--- src/rtl/dcache_ctrl_if.sv ---
// Core-side and memory-side signal bundle for the data cache controller.
// The cache takes the slave view; the core/memory side takes the master view.
interface dcache_ctrl_if;
    logic [31:0]  cpu_addr;
    logic         cpu_read;
    logic         cpu_write;
    logic [31:0]  cpu_wdata;
    logic [31:0]  cpu_rdata;
    logic         cpu_stall;
    logic [31:0]  mem_addr;
    logic         dBlkRead;
    logic         dBlkWrite;
    logic [255:0] block_write_2DM;
    logic [255:0] block_read_fDM;
    logic         mem_ack;

    modport slave (
        input  cpu_addr, cpu_read, cpu_write, cpu_wdata, block_read_fDM, mem_ack,
        output cpu_rdata, cpu_stall, mem_addr, dBlkRead, dBlkWrite, block_write_2DM
    );

    modport master (
        output cpu_addr, cpu_read, cpu_write, cpu_wdata, block_read_fDM, mem_ack,
        input  cpu_rdata, cpu_stall, mem_addr, dBlkRead, dBlkWrite, block_write_2DM
    );
endinterface

--- src/rtl/dcache_ctrl.sv ---
// Direct-mapped, write-back, write-allocate data cache between the MEM stage
// and a block-organised data memory. Lines are 8 words (256 bits).
module dcache_ctrl #(
    parameter int LINES = 16
) (
    input logic          CLK,
    input logic          RESET,
    dcache_ctrl_if.slave bus
);
    localparam int INDEX_W        = $clog2(LINES);
    localparam int TAG_W          = 27 - INDEX_W;
    localparam int WORDS_PER_LINE = 8;
    localparam int LINE_W         = 32 * WORDS_PER_LINE;

    typedef enum logic [1:0] {IDLE, WRITEBACK, FILL} state_t;

    state_t                 state;
    logic [LINES-1:0]       valid;
    logic [LINES-1:0]       dirty;
    logic [TAG_W-1:0]       tag_mem  [LINES];
    logic [LINE_W-1:0]      data_mem [LINES];

    logic [2:0]             offset;
    logic [INDEX_W-1:0]     index;
    logic [TAG_W-1:0]       tag;
    logic                   req;
    logic                   hit;
    logic                   is_read;
    logic [LINE_W-1:0]      line;
    logic [1:0]             unused_addr;

    assign offset      = bus.cpu_addr[4:2];
    assign index       = bus.cpu_addr[4+INDEX_W:5];
    assign tag         = bus.cpu_addr[31:5+INDEX_W];
    assign unused_addr = bus.cpu_addr[1:0];
    assign req         = bus.cpu_read | bus.cpu_write;
    assign hit         = valid[index] && (tag_mem[index] == tag);
    // A simultaneous read and write is treated as a write.
    assign is_read     = bus.cpu_read & ~bus.cpu_write;
    assign line        = data_mem[index];

    // Stall and read data respond in the same cycle as the request; both are
    // forced low while reset is asserted even if the core holds a request.
    always_comb begin
        bus.cpu_stall = 1'b0;
        bus.cpu_rdata = '0;
        if (RESET) begin
            if (state != IDLE) begin
                bus.cpu_stall = 1'b1;
            end else if (req && !hit) begin
                bus.cpu_stall = 1'b1;
            end else if (is_read && hit) begin
                bus.cpu_rdata = line[{offset, 5'b0} +: 32];
            end
        end
    end

    // Miss handling FSM: line status bits and all memory-side outputs are
    // registered here, so mem_addr/block_write_2DM hold for a whole transfer.
    always_ff @(posedge CLK or negedge RESET) begin
        if (!RESET) begin
            state               <= IDLE;
            valid               <= '0;
            dirty               <= '0;
            bus.mem_addr        <= '0;
            bus.dBlkRead        <= 1'b0;
            bus.dBlkWrite       <= 1'b0;
            bus.block_write_2DM <= '0;
        end else begin
            case (state)
                IDLE: begin
                    if (req) begin
                        if (hit) begin
                            if (bus.cpu_write) begin
                                dirty[index] <= 1'b1;
                            end
                        end else if (valid[index] && dirty[index]) begin
                            state               <= WRITEBACK;
                            bus.dBlkWrite       <= 1'b1;
                            bus.mem_addr        <= {tag_mem[index], index, 5'b0};
                            bus.block_write_2DM <= line;
                        end else begin
                            state        <= FILL;
                            bus.dBlkRead <= 1'b1;
                            bus.mem_addr <= {tag, index, 5'b0};
                        end
                    end
                end
                WRITEBACK: begin
                    if (bus.mem_ack) begin
                        // Victim is now in memory; the line is invalid until refilled.
                        state         <= FILL;
                        bus.dBlkWrite <= 1'b0;
                        bus.dBlkRead  <= 1'b1;
                        bus.mem_addr  <= {tag, index, 5'b0};
                        valid[index]  <= 1'b0;
                        dirty[index]  <= 1'b0;
                    end
                end
                FILL: begin
                    if (bus.mem_ack) begin
                        state        <= IDLE;
                        bus.dBlkRead <= 1'b0;
                        valid[index] <= 1'b1;
                        dirty[index] <= 1'b0;
                    end
                end
                default: begin
                    state <= IDLE;
                end
            endcase
        end
    end

    // Tag and data arrays: refill on fill completion, word merge on write hit.
    always_ff @(posedge CLK) begin
        if (state == FILL && bus.mem_ack) begin
            data_mem[index] <= bus.block_read_fDM;
            tag_mem[index]  <= tag;
        end else if (state == IDLE && bus.cpu_write && hit) begin
            data_mem[index][{offset, 5'b0} +: 32] <= bus.cpu_wdata;
        end
    end
endmodule

--- src/flat_wrapper.sv ---
// flat-port wrapper written by rule: the top's interface ports become plain ports
module dcache_ctrl_flat 
#(
    parameter int LINES = 16
)
  (CLK, RESET, bus_cpu_addr, bus_cpu_read, bus_cpu_write, bus_cpu_wdata, bus_block_read_fDM, bus_mem_ack, bus_cpu_rdata, bus_cpu_stall, bus_mem_addr, bus_dBlkRead, bus_dBlkWrite, bus_block_write_2DM);
  dcache_ctrl_if bus_i ();
  input logic CLK;
  input logic RESET;
  input wire logic [$bits(bus_i.cpu_addr)-1:0] bus_cpu_addr;
  input wire logic [$bits(bus_i.cpu_read)-1:0] bus_cpu_read;
  input wire logic [$bits(bus_i.cpu_write)-1:0] bus_cpu_write;
  input wire logic [$bits(bus_i.cpu_wdata)-1:0] bus_cpu_wdata;
  input wire logic [$bits(bus_i.block_read_fDM)-1:0] bus_block_read_fDM;
  input wire logic [$bits(bus_i.mem_ack)-1:0] bus_mem_ack;
  output wire logic [$bits(bus_i.cpu_rdata)-1:0] bus_cpu_rdata;
  output wire logic [$bits(bus_i.cpu_stall)-1:0] bus_cpu_stall;
  output wire logic [$bits(bus_i.mem_addr)-1:0] bus_mem_addr;
  output wire logic [$bits(bus_i.dBlkRead)-1:0] bus_dBlkRead;
  output wire logic [$bits(bus_i.dBlkWrite)-1:0] bus_dBlkWrite;
  output wire logic [$bits(bus_i.block_write_2DM)-1:0] bus_block_write_2DM;
  assign bus_i.cpu_addr = bus_cpu_addr;
  assign bus_i.cpu_read = bus_cpu_read;
  assign bus_i.cpu_write = bus_cpu_write;
  assign bus_i.cpu_wdata = bus_cpu_wdata;
  assign bus_i.block_read_fDM = bus_block_read_fDM;
  assign bus_i.mem_ack = bus_mem_ack;
  assign bus_cpu_rdata = bus_i.cpu_rdata;
  assign bus_cpu_stall = bus_i.cpu_stall;
  assign bus_mem_addr = bus_i.mem_addr;
  assign bus_dBlkRead = bus_i.dBlkRead;
  assign bus_dBlkWrite = bus_i.dBlkWrite;
  assign bus_block_write_2DM = bus_i.block_write_2DM;
  dcache_ctrl #(.LINES(LINES)) u_core (.CLK(CLK), .RESET(RESET), .bus(bus_i));
endmodule
--- config.mk ---
export PLATFORM = sky130hd
export DESIGN_NAME = dcache_ctrl_flat
export DESIGN_NICKNAME = d
export VERILOG_FILES = /design/src/rtl/dcache_ctrl_if.sv /design/src/rtl/dcache_ctrl.sv /design/src/flat_wrapper.sv
export SDC_FILE = /design/constraint.sdc
export NUM_CORES = 2
export LEC_CHECK = 0
export ABC_CLOCK_PERIOD_IN_PS = 13800
export CAP_MARGIN = 20
export CORE_MARGIN = 2
export CORE_UTILIZATION = 40
export CTS_CLUSTER_SIZE = 28
export DETAILED_ROUTE_END_ITERATION = 10
export SLEW_MARGIN = 15
export SYNTH_ARGS = -nofsm -noshare
export SYNTH_HDL_FRONTEND = slang
export SYNTH_MEMORY_MAX_BITS = 65536
export SYNTH_SLANG_ARGS = --single-unit
--- constraint.sdc ---
create_clock -name CLK -period 13.8 [get_ports CLK]
set_clock_uncertainty 0.15 [all_clocks]
set_input_delay 2.07 -clock CLK [delete_from_list [all_inputs] [get_ports CLK]]
set_output_delay 2.07 -clock CLK [all_outputs]
set_load 0.03 [all_outputs]
== Word level (Yosys, flattened, before mapping) ==
Memory sizes are Yosys's and may differ from the RTL's.
Cells that the tools add are included.
Word-level totals
  register bits after elaboration: 324
  memory bits (writable): 4464
  output and inout bits: 323
  memories: 2
Operators by class
  $add $sub $neg: 1
  $lt $le $gt $ge: 2
  eq/ne operators: 12
  shifts and indexed selects: 3
  mux-type cells: 303
  bitwise operators: 265
  reductions and logical operators: 23
Memories
  u_core.data_mem: depth 16, width 256, rd ports 1, clocked after memory_dff 0, write ports 1, RTL line dcache_ctrl.sv:21  | logic [LINE_W-1:0] data_mem [LINES];
  u_core.tag_mem: depth 16, width 23, rd ports 1, clocked after memory_dff 0, write ports 1, RTL line dcache_ctrl.sv:20  | logic [TAG_W-1:0] tag_mem [LINES];
Operators with widths (count)
  $mux W1: 274
  $or A1 B1 Y1: 257
  $mux W256: 1
  $mux W32: 8
  $shift A32 B10 Y256 const A: 1
  $shiftx A256 B9 Y32: 1
  $shiftx A32 B10 Y256: 1
  $mux W16: 6
  $pmux W16 S2: 2
  $pmux W32 S2: 1
  $and A16 B16 Y16: 2
  $or A16 B16 Y16: 2
  $eq A23 B23 Y1: 1
  $not A16 Y16: 1
  $reduce_and A4 Y1: 3
  $mux W2: 5
  $ne A2 B2 Y1 const B: 5
  $neg A8 Y10: 1
  $reduce_and A5 Y1: 2
  $bmux W1 S4: 2
  $logic_and A1 B1 Y1: 8
  $ne A2 B1 Y1 const B: 4
  $reduce_bool A2 Y1: 4
  $pmux W2 S3: 1
  other kinds (15): 16

== Depth between registers and ports, before layout ==
  word-level depth: 9
  gate-level depth with buffers: 15
  mapped depth without buffers: 9

== Worst setup path after synthesis ==
No wires, ideal clock.
  kind: in2out
  start point: input port bus_cpu_addr[5]
  end point: output port bus_cpu_rdata[23]
  arrival: 5575 ps
  data required time: 11580 ps
  slack: 6005 ps
  stages on the path: 12
  path buffers: 7
  path through: buf_4 > buf_4 > buf_2 > buf_2 > buf_2 > buf_2 > buf_1 > mux4_2 > mux4_2 > mux4_2 > nand2_1 > a21oi_1
Between the ends
  word-level cells in the longest chain between the ends: 8
  elaborated cells on any way between the ends: 14
RTL lines
  start: declaration: RTL line flat_wrapper.sv:10  | input wire logic [$bits(bus_i.cpu_addr)-1:0] bus_cpu_addr;
  branches (longest 5 deep; another with $mem_v2 Z16 W256)
  $mux W32 *: RTL line dcache_ctrl.sv:50  | end else if (req && !hit) begin
  $mux W32 *: RTL line dcache_ctrl.sv:48  | if (state != IDLE) begin
  $mux W32 *: RTL line dcache_ctrl.sv:47  | if (RESET) begin
  end: declaration: RTL line flat_wrapper.sv:16  | output wire logic [$bits(bus_i.cpu_rdata)-1:0] bus_cpu_rdata;
Mark *: on every way between the ends. The select of a mux whose other input is x is not followed.

== Worst setup path after layout ==
  start point: input port bus_cpu_addr[5]
  end point: output port bus_cpu_rdata[15]
The elaborated chain is that of the path after synthesis.

==> qor.yml <==
cts_buffer_depth: 4
p_leak_nw: 69.4
outcome: "completed"
worstReg2RegEnd: "u_core.data_mem[14][92]$_DFFE_PP_"
synth_cell_type_count: 70
cts_made_buffers: 478
total_power_mw: 35.0
first_global_vias: 91685
dieArea_um2: 473000
groute.usage.overall: 0.246
drc: 0
cts_sinks: 4783
nNetsFinal: 9325
synth_area_leaders: "edfxtp_1, mux4_2, dfrtp_1"
placed_area_um2: 202000
arrival_ps: 8300
pin_count: 648
synth_largest_area_cell: "edfxtp_1"
avgRoutedWirePerCell_um: 37.5
synth_edf_count: 4464
htree_levels: 5
setup_ws_ps: 3280
setup_viol_count_final: 0
r2r_slack_ps: 8310
wirelength_mm: 591
hp-class: "register to register"
antenna_found_initial: 116
nFillCells: 37940
synthFlopType: "edfxtp_1"
hold_buffers: 0
critical_path_required_ps: 11580
drive_gt1_frac: 0.335
vias: 93484
clkTransAtPathRegs_ps: 60
hold_viol: 0
synth.most_common_cell: "edfxtp_1"
via_per_inst: 5.94
slew_violations: 0
cp-end-kind: "primary output"
drtIter0Drc: 12727
area_growth_pct: 16.9
netlist_area_um2: 187000
cts_resized: 0
synth_top_area_frac: 0.717
cts_setup_buffers: 0
rsz0062_at_grt: "no"
die_height_um: 688
ys_top_cells_by_count: "edfxtp_1, mux4_2, mux2_2"
regToRegStartpoint: "u_core.tag_mem[14][8]$_DFFE_PP_"
dp_slack_ps: 3440
num_rows: 251
period_share: 0.763
startpoint: "bus_cpu_addr[5]"
place_congestion: 0.823
cts_tree: "done"
clkLatencyLatePin_ps: 1070
firstDrtPassIters: 6
fin_crit_ps: 10520
cap_violations: 0
syn_inst: 8049
grt_max_degree: 147
max-vdd-ir-drop_mv: 0.131
post-dp-hpwl_mm: 358
design.core.area_um2: 466000
tightest_slew_ps: 1330
overflow: 0
reg2reg_depth: 10
syn_avg_cell_area_um2: 23.2
ys_ff_latch: 4783
ant_nets: 0
cts_root_buffer: "clkbuf_16"
crit_type: "primary input to primary output"
postLayoutCellArea_um2: 219000
maxSlewHeadroom: 0.116
async_flop_share: 0.0667
synth_warnings: 0
ys_seq_area_frac: 0.760
max_freq_mhz: 95.0
crit_fanout: 68
endpoint: "bus_cpu_rdata[15]"
io_buffer_count: 640
die_w_um: 688
cp-start-kind: "primary input"
grt_pass1_wl_mm: 790
pwr_density_cell_nw_per_um2: 160
fin_tns_setup_ps: 0
start_util: 0.401
-- power by group --
part	switching [mW]	internal [mW]	leakage (nW)
Combinational	3.00	1.90	17.6
Sequential	0.468	16.6	44.1
Clock	5.63	7.41	7.70
-- per-layer routing --
metal | part of all wire | wire length (µm) | GRT usage | vias up
met5 | 0.00049 | 292 | 0 | -
met4 | 0.040 | 23700 | 0.0961 | 42
met2 | 0.48 | 283000 | 0.390 | 5153
met1 | 0.38 | 225000 | 0.335 | 51184
met3 | 0.10 | 59000 | 0.0511 | 855
li1 | - | - | - | 36250
-- kinds of logic (layout without fill, tap and decap cells) --
family,count (synthesis),after routing,synth area share
DFF,4783,4783,0.760
buffers and inverters,498,1859,0.0119
AOI/OAI and AO/OA,231,231,0.00770
and+or+nand+nor,450,450,0.0109
other,1,140,0.0000201
xor gates and xnor gates,27,27,0.00126
muxes,2053,2053,0.208
adders and majority gates,6,6,0.000402
-- flip-flops by register name (all words and copies together) (netlist names), named ones only --
signal                      count
u_core.state                    2
u_core.tag_mem                368
u_core.bus.block_write_2DM    256
u_core.bus.dBlkWrite            1
u_core.bus.dBlkRead             1
u_core.data_mem              4096
u_core.bus.mem_addr            27
-- critical path, cell delays in order --
cell             delay [ps]
buf_16                  350
buf_4                   760
nor2b_1                 900
a22oi_1                 160
nand2_1                 180
xor2_1                  300
a22o_1                  240
nand4_1                 310
or3_1                   550
or4_1                   490
buf_4                   260
a21oi_1                 720
clkdlybuf4s50_1         820
-- metrics by stage --
stage / hold WS, ps / cells / utilization
2_1_floorplan: 319 / 8053 / -
6_report: 356 / 15747 / 0.469
4_1_cts: 359 / 15595 / 0.467
3_3_place_gp: 335 / 14694 / 0.434
3_5_place_dp: 345 / 14695 / 0.434
5_1_grt: 372 / 15626 / 0.468
-- how the worst min path moves through the flow --
stage | cells after the start | start | end | slack, ps
4_1_cts | 1 | u_core.bus.block_write_2DM[195]$_DFFE_PN0P_ | u_core.bus.block_write_2DM[195]$_DFFE_PN0P_ | 360
5_1_grt | 1 | u_core.bus.block_write_2DM[124]$_DFFE_PN0P_ | u_core.bus.block_write_2DM[124]$_DFFE_PN0P_ | 370
3_5_place_dp | 1 | u_core.bus.block_write_2DM[243]$_DFFE_PN0P_ | u_core.bus.block_write_2DM[243]$_DFFE_PN0P_ | 350
2_1_floorplan | 2 | register | register | 320
6_report | 1 | u_core.bus.block_write_2DM[146]$_DFFE_PN0P_ | u_core.bus.block_write_2DM[146]$_DFFE_PN0P_ | 360
3_3_place_gp | 2 | register | register | 330
-- cells in the final DEF, fill, tap and decap left out, types with 9 or more instances in the layout --
cell type,count
clkbuf_8,40
a31oi_1,21
edfxtp_1,4464
clkinv_1,91
nand2_2,19
clkinv_2,90
diode_2,135
nand2_1,122
xnor2_1,18
clkdlybuf4s50_1,603
mux2i_1,106
clkbuf_16,486
mux2_2,512
inv_1,34
nand3_1,11
buf_2,34
clkinvlp_4,14
buf_4,254
nand2b_1,9
nor2_1,42
nor2b_1,42
buf_12,13
a21oi_1,64
a22oi_1,31
o21ai_0,52
dfrtp_1,319
clkbuf_1,105
and3_1,9
bufinv_16,39
nor2_2,16
nor2_4,129
mux2_1,15
xor2_1,9
inv_6,15
mux4_2,1414
clkinv_16,11
-- final cells by class --
cell class | count | area [µm²] | area share
sequential | 4783 | 142000 | 0.650
multi-input combinational | 2772 | 43900 | 0.201
clock buffer | 631 | 13100 | 0.0600
timing repair buffer | 923 | 8680 | 0.0397
tap | 6198 | 7750 | 0.0355
clock inverter | 269 | 2650 | 0.0121
antenna | 135 | 338 | 0.00155
inverter | 36 | 140 | 0.000641
No activity file was read; power rests on OpenSTA's default activity.
